`src/rtl/kernel_loader_pkg.sv`:
```
// kernel_loader_pkg: state encoding and constants shared with the kernel register file
package kernel_loader_pkg;
    typedef enum logic [1:0] {IDLE, LOAD, FLUSH} kernel_loader_state_t;
    localparam int KERNEL_TAPS = 9;
    localparam int KREG_ADDR_W = 5;
endpackage

```
`src/rtl/kernel_loader.sv`:
```
// kernel_loader: streams KERNEL_TAPS weights into the kernel register file after a start pulse
module kernel_loader #(
    parameter int WIDTH = 16,
    parameter int KERNEL_TAPS = kernel_loader_pkg::KERNEL_TAPS,
    parameter int ADDR_W = kernel_loader_pkg::KREG_ADDR_W
) (
    input  logic              clk,
    input  logic              arst_n_in,
    input  logic              start,
    input  logic [WIDTH-1:0]  in_data,
    input  logic              in_valid,
    output logic              in_ready,
    output logic [ADDR_W-1:0] kreg_write_addr,
    output logic [WIDTH-1:0]  kreg_din,
    output logic              kreg_write_en,
    output logic              busy,
    output logic              done,
    output logic              kernel_valid
);
    import kernel_loader_pkg::*;
    kernel_loader_state_t state, state_nxt;
    logic [ADDR_W-1:0] cnt;
    logic xfer, last;
    assign xfer = in_valid && in_ready;
    assign last = cnt == ADDR_W'(KERNEL_TAPS - 1);
    always_ff @(posedge clk) begin
        if (!arst_n_in) state <= IDLE;
        else state <= state_nxt;
    end
    always_comb begin
        state_nxt = (state == IDLE && start) ? LOAD :
                    (state == LOAD && xfer && last) ? FLUSH :
                    (state == FLUSH) ? IDLE : state;
    end
    always_comb begin
        in_ready = state == LOAD;
        busy = state != IDLE;
    end
    always_ff @(posedge clk) begin
        if (!arst_n_in) begin
            cnt <= '0;
            kreg_write_en <= 1'b0;
            kreg_write_addr <= '0;
            kreg_din <= '0;
            done <= 1'b0;
            kernel_valid <= 1'b0;
        end else begin
            kreg_write_en <= xfer;
            if (xfer) begin
                kreg_write_addr <= cnt;
                kreg_din <= in_data;
            end
            done <= state == FLUSH;
            if (state == IDLE && start) begin
                cnt <= '0;
                kernel_valid <= 1'b0;
            end else if (xfer && !last) begin
                cnt <= cnt + 1'b1;
            end
            if (state == FLUSH) kernel_valid <= 1'b1;
        end
    end
endmodule

```
`config.mk`:
```
export PLATFORM = sky130hd
export DESIGN_NAME = kernel_loader
export DESIGN_NICKNAME = d
export VERILOG_FILES = /design/src/rtl/kernel_loader_pkg.sv /design/src/rtl/kernel_loader.sv
export SDC_FILE = /design/constraint.sdc
export NUM_CORES = 1
export LEC_CHECK = 0
export CAP_MARGIN = 20
export CORE_ASPECT_RATIO = 1.4
export CORE_MARGIN = 5
export CORE_UTILIZATION = 42
export DETAILED_ROUTE_END_ITERATION = 8
export PLACE_DENSITY_LB_ADDON = 0.25
export SLEW_MARGIN = 10
export SYNTH_ARGS = -nofsm -noshare
export SYNTH_HDL_FRONTEND = slang
export SYNTH_SLANG_ARGS = --single-unit
```
`constraint.sdc`:
```
create_clock -name clk -period 1.5 [get_ports clk]
set_clock_uncertainty 0.1 [all_clocks]
set_input_delay 0.225 -clock clk [delete_from_list [all_inputs] [get_ports clk]]
set_output_delay 0.225 -clock clk [all_outputs]
set_load 0.005 [all_outputs]
```
==> results of run 1 <==
[registers in the layout, indices dropped and copies added (netlist names)]
name,count
kreg_write_addr,5
state,2
kreg_write_en,1
kreg_din,16
done,1
kernel_valid,1
cnt,5
[repair_timing]
| item | 4_1_cts | 5_1_grt |
|---|---|---|
| buffers inserted | 1 | 3 |
| endpoints found under the hold margin | 0 | 0 |
| resized for setup | 22 | 23 |
| gates cloned | 0 | 0 |
| pin swaps | 0 | 0 |
| endpoints found under the setup margin | 19 | 32 |
[cell families (layout without fill, tap and decap cells)]
logic type,Yosys count,count (layout),share of synthesized area
AOI/OAI and AO/OA,35,35,0.162
DFF,31,31,0.533
and+or+nand+nor,59,59,0.230
adders and majority gates,2,2,0.0215
buffers and inverters,13,75,0.0537
[layout by cell type, fill, tap and decap left out, types with 2 or more instances in the layout]
master            n
nor2_1            3
clkbuf_1          2
clkbuf_4          5
nand2_1          43
buf_6             2
dfxtp_1          18
o21ai_1           4
ha_1              2
a21oi_1          26
dfxtp_2          12
clkdlybuf4s50_1  20
dlymetal6s2s_1   12
inv_1             6
nand3_1           3
buf_4            14
dlygate4sd2_1    12
[metrics by stage]
step | total power, mW | util | hold slack [ns] | setup slack (ns)
after CTS | 1.51 | 0.667 | 0.330 | -0.0526
after floorplan | 0.945 | - | 0.261 | 0.221
after global routing | 1.57 | 0.694 | 0.344 | 0.000612
final | 1.50 | 0.694 | 0.334 | 0.0250
after detailed placement | 1.08 | 0.647 | 0.346 | -0.124
after global placement | 1.07 | 0.647 | 0.341 | -0.0826
[layer usage]
metal | share of wire | global-route usage | vias to the layer above
li1 | - | - | 590
met1 | 0.40 | 0.190 | 543
met2 | 0.51 | 0.265 | 42
met3 | 0.075 | 0.0575 | 6
met4 | 0.016 | 0.0748 | 0
met5 | 0 | 0 | -
[worst max-delay path, delay by kind of cell, from the launching register on]
| kind | cells | cell delay [ns] |
|---|---|---|
| buffers and inverters | 3 | 0.43 |
| AO/OA/AOI/OAI | 1 | 0.26 |
| flip-flops | 1 | 0.34 |
| AND/OR/NAND/NOR | 1 | 0.26 |
[layout make-up]
class	instances	area [um2]	share of cell area
sequential	31	639	0.349
timing repair buffer	61	588	0.321
multi-input combinational	96	489	0.267
clock buffer	7	45.0	0.0246
tap	36	45.0	0.0246
inverter	6	22.5	0.0123
clock inverter	1	5.00	0.00273
[how the worst min path moves through the flow]
stage                 startpoint            to  slack [ns]  cells after the start
floorplan             in_data[0]   kreg_din[0]        0.26                      2
global placement    kernel_valid  kernel_valid        0.34                      2
detailed placement   kreg_din[8]   kreg_din[8]        0.35                      2
CTS                   in_data[0]   kreg_din[0]        0.33                      3
global route          in_data[1]   kreg_din[1]        0.34                      3
finish                in_data[0]   kreg_din[0]        0.33                      3
[report_power, final]
| part | leakage, nW | switching (mW) | internal [mW] |
|---|---|---|---|
| Combinational | 0.651 | 0.0830 | 0.115 |
| Clock | 0.0293 | 0.265 | 0.182 |
| Sequential | 0.258 | 0.0107 | 0.845 |
| Total | 0.938 | 0.358 | 1.14 |
==> impl_results.md, run 1 <==
* RSZ-0062 raised after global routing: false
* Status: finished, final reports clean
* Number of synthesized flops with an enable pin at 0
* Synth async-reset ratio at 0
* Crit path launch type: flip-flop
* Max cap viols at 0
* Gpl congestion at 0.691
* H-Tree Depth at 2
* Final slew viol count at 0
* Core box area at 2640 um2
* Final setup viols at 0
* CTS max path bufs at 2
* I/O Buffers at 45
* Fin. Hold Viols at 0
* Syn nets at 162
* Worst-Margin Slew at 0.218 ns
* CP max FO at 6
* Starting Density at 0.441
* Synth top area cells: dfxtp_1, nand2_1, a21oi_1
* Clk slew on worst S/H paths at 0.09 ns
* Hold Crit Class: input pin to flip-flop
* Fin crit share at 0.983
* Slowest CP cell: dfxtp_2
* Setup TNS at 0 ns
* Post-synth cell types at 26
* Routed vias/inst at 4.96
* Antenna violations before repair at 0
* WL/cell at 13.1 um
* Rows at 22
* Die W at 54.5 um
* Slew Limit Headroom at 0.853
* Mapped Cells at 140
* Top-area cell type share of the netlist area at 0.533
* PwrDens at 818 nW/um2
* RR Endpoint: cnt[2]
* Leak at 0.938 nW
* Minimum clock period at 1.48 ns
* Critical path origin: state[0]
* First-pass GRT wire length at 4.83 mm
* Post-DRT Antenna Nets at 0
* Most used cell, CP: buf_4
* Ys flop type: dfxtp_1
* Crit path largest cell delay at 0.34 ns
* CP arrival at 1.61 ns
* Placed cell area at 1710 um2
* # fillers at 230
* Layout cells sized above 1 at 0.198
* Router iterations before antenna repair at 4
* Leading area contributor after synthesis: dfxtp_1
* Num CTS Buffers at 5
* Register area share after synthesis at 0.533
* Maximum number of pins on one net before global-route repair at 18
* Diodes inserted at 0
* CTS Hold Bufs at 0
* R2R cell count at 5
* Crit. End Element: flip-flop
* Die area at 3940 um2
* Final wirelength at 3.11 mm
* Netlist Area Pre-Place at 1160 um2
* Final Non-Filler Cells at 238
* Inst Count DP at 226
* Synth warn at 0
* Clock Latency Late Sink at 0.33 ns
* Design Area, Final at 1830 um2
* Syn avg cell area at 8.32 um2
* CTS Sinks at 31
* Total GRT Usage at 0.165
* Crit-path cells: buf_4 > buf_4 > and3b_2 > buf_4 > a311oi_1
* Number of global-route vias before repair at 1,149
* Most common cell in the netlist: nand2_1
* CTS tree: done
* Synth top cells by count: nand2_1, dfxtp_1, a21oi_1
* Maximum vdd drop at 712 uV
* Grt ovf at 0
* Worst setup path endpoint: cnt[2]
* Drt drc at 0
* Via Count at 1,181
* RR Startpoint: state[0]
* First DRT Iteration DRCs at 32
* Die Y at 72.3 um
* Synth Register Bits at 31
* Root Driver: clkbuf_4
* Fmax at 678 MHz
* Critical path class: flip-flop to flip-flop
* I/O pins at 46
* Area growth from synthesis to layout at 57.5%
* HPWL after DPL at 2.34 mm
* Required @ worst endpoint at 1.63 ns
* R2r setup slk at 0.02 ns
* Fin nets at 223
Note: power is estimated with default switching activity, not from simulation.
==> inputs of run 2 (changes only) <==
--- a/config.mk
+++ b/config.mk
@@ -6,9 +6,12 @@
 export NUM_CORES = 1
 export LEC_CHECK = 0
 export CAP_MARGIN = 20
+export CELL_PAD_IN_SITES_DETAIL_PLACEMENT = 1
+export CELL_PAD_IN_SITES_GLOBAL_PLACEMENT = 2
 export CORE_ASPECT_RATIO = 1.4
 export CORE_MARGIN = 5
-export CORE_UTILIZATION = 42
+export CORE_UTILIZATION = 24
+export CTS_BUF_LIST = sky130_fd_sc_hd__clkbuf_4 sky130_fd_sc_hd__clkbuf_8
 export DETAILED_ROUTE_END_ITERATION = 8
 export PLACE_DENSITY_LB_ADDON = 0.25
 export SLEW_MARGIN = 10
==> impl_results.md, run 2 (synthesis gave the netlist of run 1 again) <==
* Status: finished, final reports clean
* Area growth from synthesis to layout at 59.4%
* Via Count at 1,166 (-1.3%)
* Final core utilization at 0.390 (-0.305)
* Slowest CP cell: dfxtp_4
* CP arrival at 1.14 ns (-0.47 ns)
* Required @ worst endpoint at 1.17 ns (-0.46 ns)
* Multi-input logic area at 482 um2 (-1.5%)
* Core box area at 4770 um2 (+80%)
* Final setup viols at 0 (unchanged)
* Minimum clock period at 1.46 ns (-0.0115 ns)
* Clk slew on worst S/H paths at 0.06 ns (-0.03 ns)
* Maximum vdd drop at 421 uV (-41%)
* Routed vias/inst at 4.42 (-11%)
* Largest delay share family, worst path: flip-flops
* CP max FO at 5 (-1)
* Hold Crit Class: flip-flop to flip-flop
* Top flop regs: kreg_din x16, cnt x5, kreg_write_addr x5
* Num CTS Buffers at 5 (unchanged)
* Die area at 6370 um2 (+62%)
* Fin. Hold Viols at 0 (unchanged)
* CTS tree: done
* Starting Density at 0.244 (-0.196)
* CTS Hold Bufs at 0 (unchanged)
* Total Power at 1.70 mW (+13%)
* Most common cell after layout, fill and taps aside: nand2_1
* Drt drc at 0 (unchanged)
* Gpl congestion at 0.748 (+8.4%)
* Grt ovf at 0 (unchanged)
* Crit-path cells: or2_2 > clkdlybuf4s15_1
* H-Tree Depth at 2 (unchanged)
* Root Driver: clkbuf_8
* Post-DRT Antenna Nets at 0 (unchanged)
* Final wirelength at 3.37 mm (+8.6%)
* Leak at 0.694 nW (-26%)
* Largest register FFs at 16 (unchanged)
* Crit path launch type: flip-flop
* Clock Latency Late Sink at 0.28 ns (-0.05 ns)
* I/O pins at 46 (unchanged)
* Number of global-route vias before repair at 1,292 (+12%)
* Crit. End Element: output port
* RSZ-0062 raised after global routing: false
* Die W at 68.9 um (+26%)
* First DRT Iteration DRCs at 39 (+22%)
* HPWL after DPL at 2.65 mm (+14%)
* Router iterations before antenna repair at 2 (-2)
* CP bufs+invs at 1 (-2)
* PwrDens at 917 nW/um2 (+12%)
* I/O Buffers at 45 (unchanged)
* Fin nets at 221 (-0.90%)
* Rows at 30 (+36%)
* # fillers at 604 (+160%)
* Final slew viol count at 0 (unchanged)
* Fin crit share at 0.976 (-0.00768)
* Worst-Margin Slew at 0.304 ns (+0.0854 ns)
* Antenna violations before repair at 0 (unchanged)
* Critical path class: flip-flop to output port
* CTS max path bufs at 2 (unchanged)
* CTS Sinks at 31 (unchanged)
* WL/cell at 12.8 um (-2.1%)
* Fmax at 683 MHz (+0.79%)
* Die Y at 92.4 um (+28%)
* Most frequent cells in the layout: nand2_1, clkdlybuf4s50_1, dfxtp_1
* Max cap viols at 0 (unchanged)
* First-pass GRT wire length at 5.72 mm (+18%)
* Layout cells sized above 1 at 0.135 (-0.0630)
* Biggest register: kreg_din
* Total GRT Usage at 0.114 (-0.0501)
* Maximum number of pins on one net before global-route repair at 16 (-2)
* Diodes inserted at 0 (unchanged)
* Crit path largest cell delay at 0.36 ns (+0.02 ns)
* Slew Limit Headroom at 0.797 (-0.0559)
* FF+latch area at 627 um2 (-2.0%)
-- run 2: per-stage QoR --
step           instances  hold WS (ns)  TNS, ns  worst slack [ns]  instance area, um2
2_1_floorplan        140         0.261        0             0.221                1160
3_3_place_gp         256         0.342    -2.71            -0.133                1760
3_5_place_dp         256         0.347    -3.70            -0.180                1760
4_1_cts              264         0.356        0            0.0124                1850
5_1_grt              264         0.386        0          0.000361                1860
6_report             264         0.354        0            0.0365                1860
-- run 2: cell type report --
class	instances	share of cell area
sequential	31	0.338
tap	64	0.0431
timing repair buffer	59	0.300
inverter	6	0.0121
clock buffer	7	0.0451
multi-input combinational	96	0.259
clock inverter	1	0.00270
-- run 2: worst paths after layout --
path	startpoint	end	slack, ns	cells past startpoint
min	kreg_din[12]	kreg_din[12]	0.35	2
max reg2reg	state[1]	cnt[1]	0.12	5
min reg2reg	kreg_din[12]	kreg_din[12]	0.35	2
max	state[0]	busy	0.04	2
-- run 2: routing by layer --
layer | up-vias | global-route usage | routed length [um]
met3 | 5 | 0.0316 | 213
met5 | - | 0 | 0
met2 | 33 | 0.201 | 1790
li1 | 582 | - | -
met1 | 546 | 0.128 | 1330
met4 | 0 | 0.0390 | 44
-- run 2: what timing repair did --
item / in CTS / in global routing
hold endpoints to repair: 0 / 0
setup endpoints to repair: 2 / 3
pin swaps: 0 / 0
gates resized for setup: 5 / 3
setup buffers: 0 / 0
-- run 2: power by group --
group | total (mW) | switching, mW | internal [mW]
registers | 0.859 | 0.0127 | 0.846
clock network | 0.645 | 0.284 | 0.361
logic | 0.199 | 0.0804 | 0.118
-- run 2: worst min-delay path, cell delays in order, from the launching register on --
cell and delay, ns:
dfxtp_1 0.31, nand2_1 0.05, a21oi_1 0.05
==> inputs of run 3 (changes only) <==
--- a/config.mk
+++ b/config.mk
@@ -5,12 +5,11 @@
 export SDC_FILE = /design/constraint.sdc
 export NUM_CORES = 1
 export LEC_CHECK = 0
-export CAP_MARGIN = 20
 export CELL_PAD_IN_SITES_DETAIL_PLACEMENT = 1
 export CELL_PAD_IN_SITES_GLOBAL_PLACEMENT = 2
 export CORE_ASPECT_RATIO = 1.4
 export CORE_MARGIN = 5
-export CORE_UTILIZATION = 24
+export CORE_UTILIZATION = 22
 export CTS_BUF_LIST = sky130_fd_sc_hd__clkbuf_4 sky130_fd_sc_hd__clkbuf_8
 export DETAILED_ROUTE_END_ITERATION = 8
 export PLACE_DENSITY_LB_ADDON = 0.25
==> constraint.sdc (replaced) <==
create_clock -name clk -period 1.23 [get_ports clk]
set_clock_uncertainty 0.1 [all_clocks]
set_input_delay 0.1845 -clock clk [delete_from_list [all_inputs] [get_ports clk]]
set_output_delay 0.1845 -clock clk [all_outputs]
set_load 0.005 [all_outputs]
==> impl_results.md, run 3 (synthesis gave the netlist of run 1 again) <==
* CTS Sinks at 31 (unchanged)
* Core box area at 5160 um2 (+8.2%)
* Clock Latency Late Sink at 0.28 ns (about the same)
* Root Driver: clkbuf_8
* Fin nets at 229 (+3.6%)
* Logic pwr share at 0.142 (+0.025)
* Area growth from synthesis to layout at 90.8%
* Final slew viol count at 0 (unchanged)
* PwrDens at 1090 nW/um2 (+19%)
* Max cap viols at 0 (unchanged)
* CP max FO at 5 (unchanged)
* First-pass GRT wire length at 6.51 mm (+14%)
* Worst-Margin Slew at 0.248 ns (-0.0557 ns)
* I/O pins at 46 (unchanged)
* Net Sw Power at 542 uW (+44%)
* RSZ-0062 raised after global routing: true
* Fmax at 725 MHz
* Die area at 6870 um2 (+7.9%)
* Leak at 0.935 nW (+35%)
* Crit. End Element: flip-flop
* Starting Density at 0.226 (-0.0186)
* Status: finished with violations
* Drt drc at 0 (unchanged)
* Crit path launch type: flip-flop
* Layout cells sized above 1 at 0.438 (+0.303)
* Fin crit share at 1.12
* Clk slew on worst S/H paths at 0.07 ns (about the same)
* Most frequent cells in the layout: nand2_1, dlygate4sd2_1, dfxtp_1
* Grt ovf at 0 (unchanged)
* CP arrival at 1.49 ns (+0.35 ns)
* Maximum vdd drop at 418 uV (-0.72%)
* Slew Limit Headroom at 0.834 (+0.0369)
* Critical path class: flip-flop to flip-flop
* Fin. Hold Viols at 0 (unchanged)
* Gpl congestion at 0.739 (-1.3%)
* Router iterations before antenna repair at 3 (+1)
* Final setup viols at 28 (+28)
* Top flop regs: kreg_din x16, cnt x5, kreg_write_addr x5
* Biggest register: kreg_din
* CTS Hold Bufs at 0 (unchanged)
* Routed vias/inst at 4.58 (+3.8%)
* Rows at 31 (+3.3%)
* First DRT Iteration DRCs at 41 (+5.1%)
* Share of power burned in registers at 0.431 (-0.073)
* Final Non-Filler Cells at 274 (+3.8%)
* Sw frac at 0.224 (+0.00179)
* Clock share of power at 0.426 (+0.047)
* Design Area, Final at 2220 um2 (+20%)
* Diodes inserted at 0 (unchanged)
* Number of global-route vias before repair at 1,407 (+8.9%)
* Post-DRT Antenna Nets at 0 (unchanged)
* Minimum clock period at 1.38 ns
* WL/cell at 14.5 um (+14%)
* H-Tree Depth at 2 (unchanged)
* Pre-CTS worst setup slack at -0.351 ns (-0.170 ns)
* Hold WS at 0.356 ns (+0.00155 ns)
* Maximum number of pins on one net before global-route repair at 21 (+5)
* Required @ worst endpoint at 1.34 ns (+0.17 ns)
* Internal at 1.88 mW (+42%)
* Die W at 71.5 um (+3.8%)
* Die Y at 96.1 um (+4.0%)
* Placed cell area at 1790 um2 (+1.7%)
* Num CTS Buffers at 5 (unchanged)
* Hold Crit Class: flip-flop to flip-flop
* HPWL after DPL at 2.69 mm (+1.4%)
* CTS max path bufs at 2 (unchanged)
* Via Count at 1,256 (+7.7%)
* I/O Buffers at 45 (unchanged)
* Min setup slack post-route at -0.149 ns (-0.186 ns)
* Inst Count DP at 258 (+0.78%)
* Final wirelength at 3.98 mm (+18%)
* Failing checks: setup timing
* Total GRT Usage at 0.120 (+0.00578)
* Most common cell after layout, fill and taps aside: nand2_1
* Antenna violations before repair at 0 (unchanged)
* CTS tree: done
* Largest register FFs at 16 (unchanged)
## run 3: changes by cell type in the layout (fill, tap and decap cells not counted), moves of 5 or more
cell,previous run,this run
clkdlybuf4s50_1,42,18
dlygate4sd2_1,1,25
a21oi_1,26,7
a21oi_2,0,19
nand2_1,43,28
nand2_2,0,11
buf_6,0,6
dfxtp_1,28,23
dfxtp_2,2,7
## run 3: path summary, 6_finish.rpt
path	start	endpoint	slack, ns	cells past startpoint
max reg2reg	state[0]	cnt[4]	-0.15	5
max	state[0]	cnt[4]	-0.15	5
min	kreg_din[13]	kreg_din[13]	0.36	2
min reg2reg	kreg_din[13]	kreg_din[13]	0.36	2
## run 3: routing by layer
| layer | routed length (um) | global-route usage |
|---|---|---|
| met1 | 1520 | 0.129 |
| met2 | 2210 | 0.222 |
| met3 | 202 | 0.0293 |
| met4 | 52 | 0.0517 |
| met5 | 0 | 0 |
## run 3: repair_timing
| action | in CTS | in global routing |
|---|---|---|
| endpoints found under the hold margin | 0 | 0 |
| cloned | 3 | 1 |
| setup buffers | 4 | 1 |
| pin swaps | 8 | 21 |
| resized for setup | 57 | 50 |
| endpoints found under the setup margin | 34 | 31 |
## run 3: power groups by stage
stage,registers [mW],clock network (mW),logic (mW)
global placement,1.07,0,0.256
floorplan,1.07,0,0.0805
global route,1.05,1.11,0.375
finish,1.05,1.03,0.345
detailed placement,1.07,0,0.263
CTS,1.05,1.06,0.305
## run 3: final cells by class
| class | instances | area [um2] |
|---|---|---|
| Clock buffer | 6 | 82.6 |
| Clock inverter | 2 | 35.0 |
| Fill cell | 623 | 2940 |
| Inverter | 6 | 22.5 |
| Multi-Input combinational cell | 96 | 682 |
| Sequential cell | 31 | 633 |
| Tap cell | 66 | 82.6 |
| Timing Repair Buffer | 67 | 684 |
## run 3: critical path, cell delays in order, from the launching register on
cell	delay (ns)
dfxtp_4	0.35
buf_6	0.11
and3b_2	0.26
buf_12	0.15
a31o_1	0.19
a21oi_1	0.14
## run 3: through the flow
stage                     power (mW)   util  setup TNS, ns
after global routing            2.54  0.431          -4.01
final                           2.42  0.431          -2.42
after global placement          1.32  0.347          -6.19
after CTS                       2.42  0.396          -2.03
after floorplan                 1.15      -              0
after detailed placement        1.33  0.347          -7.14
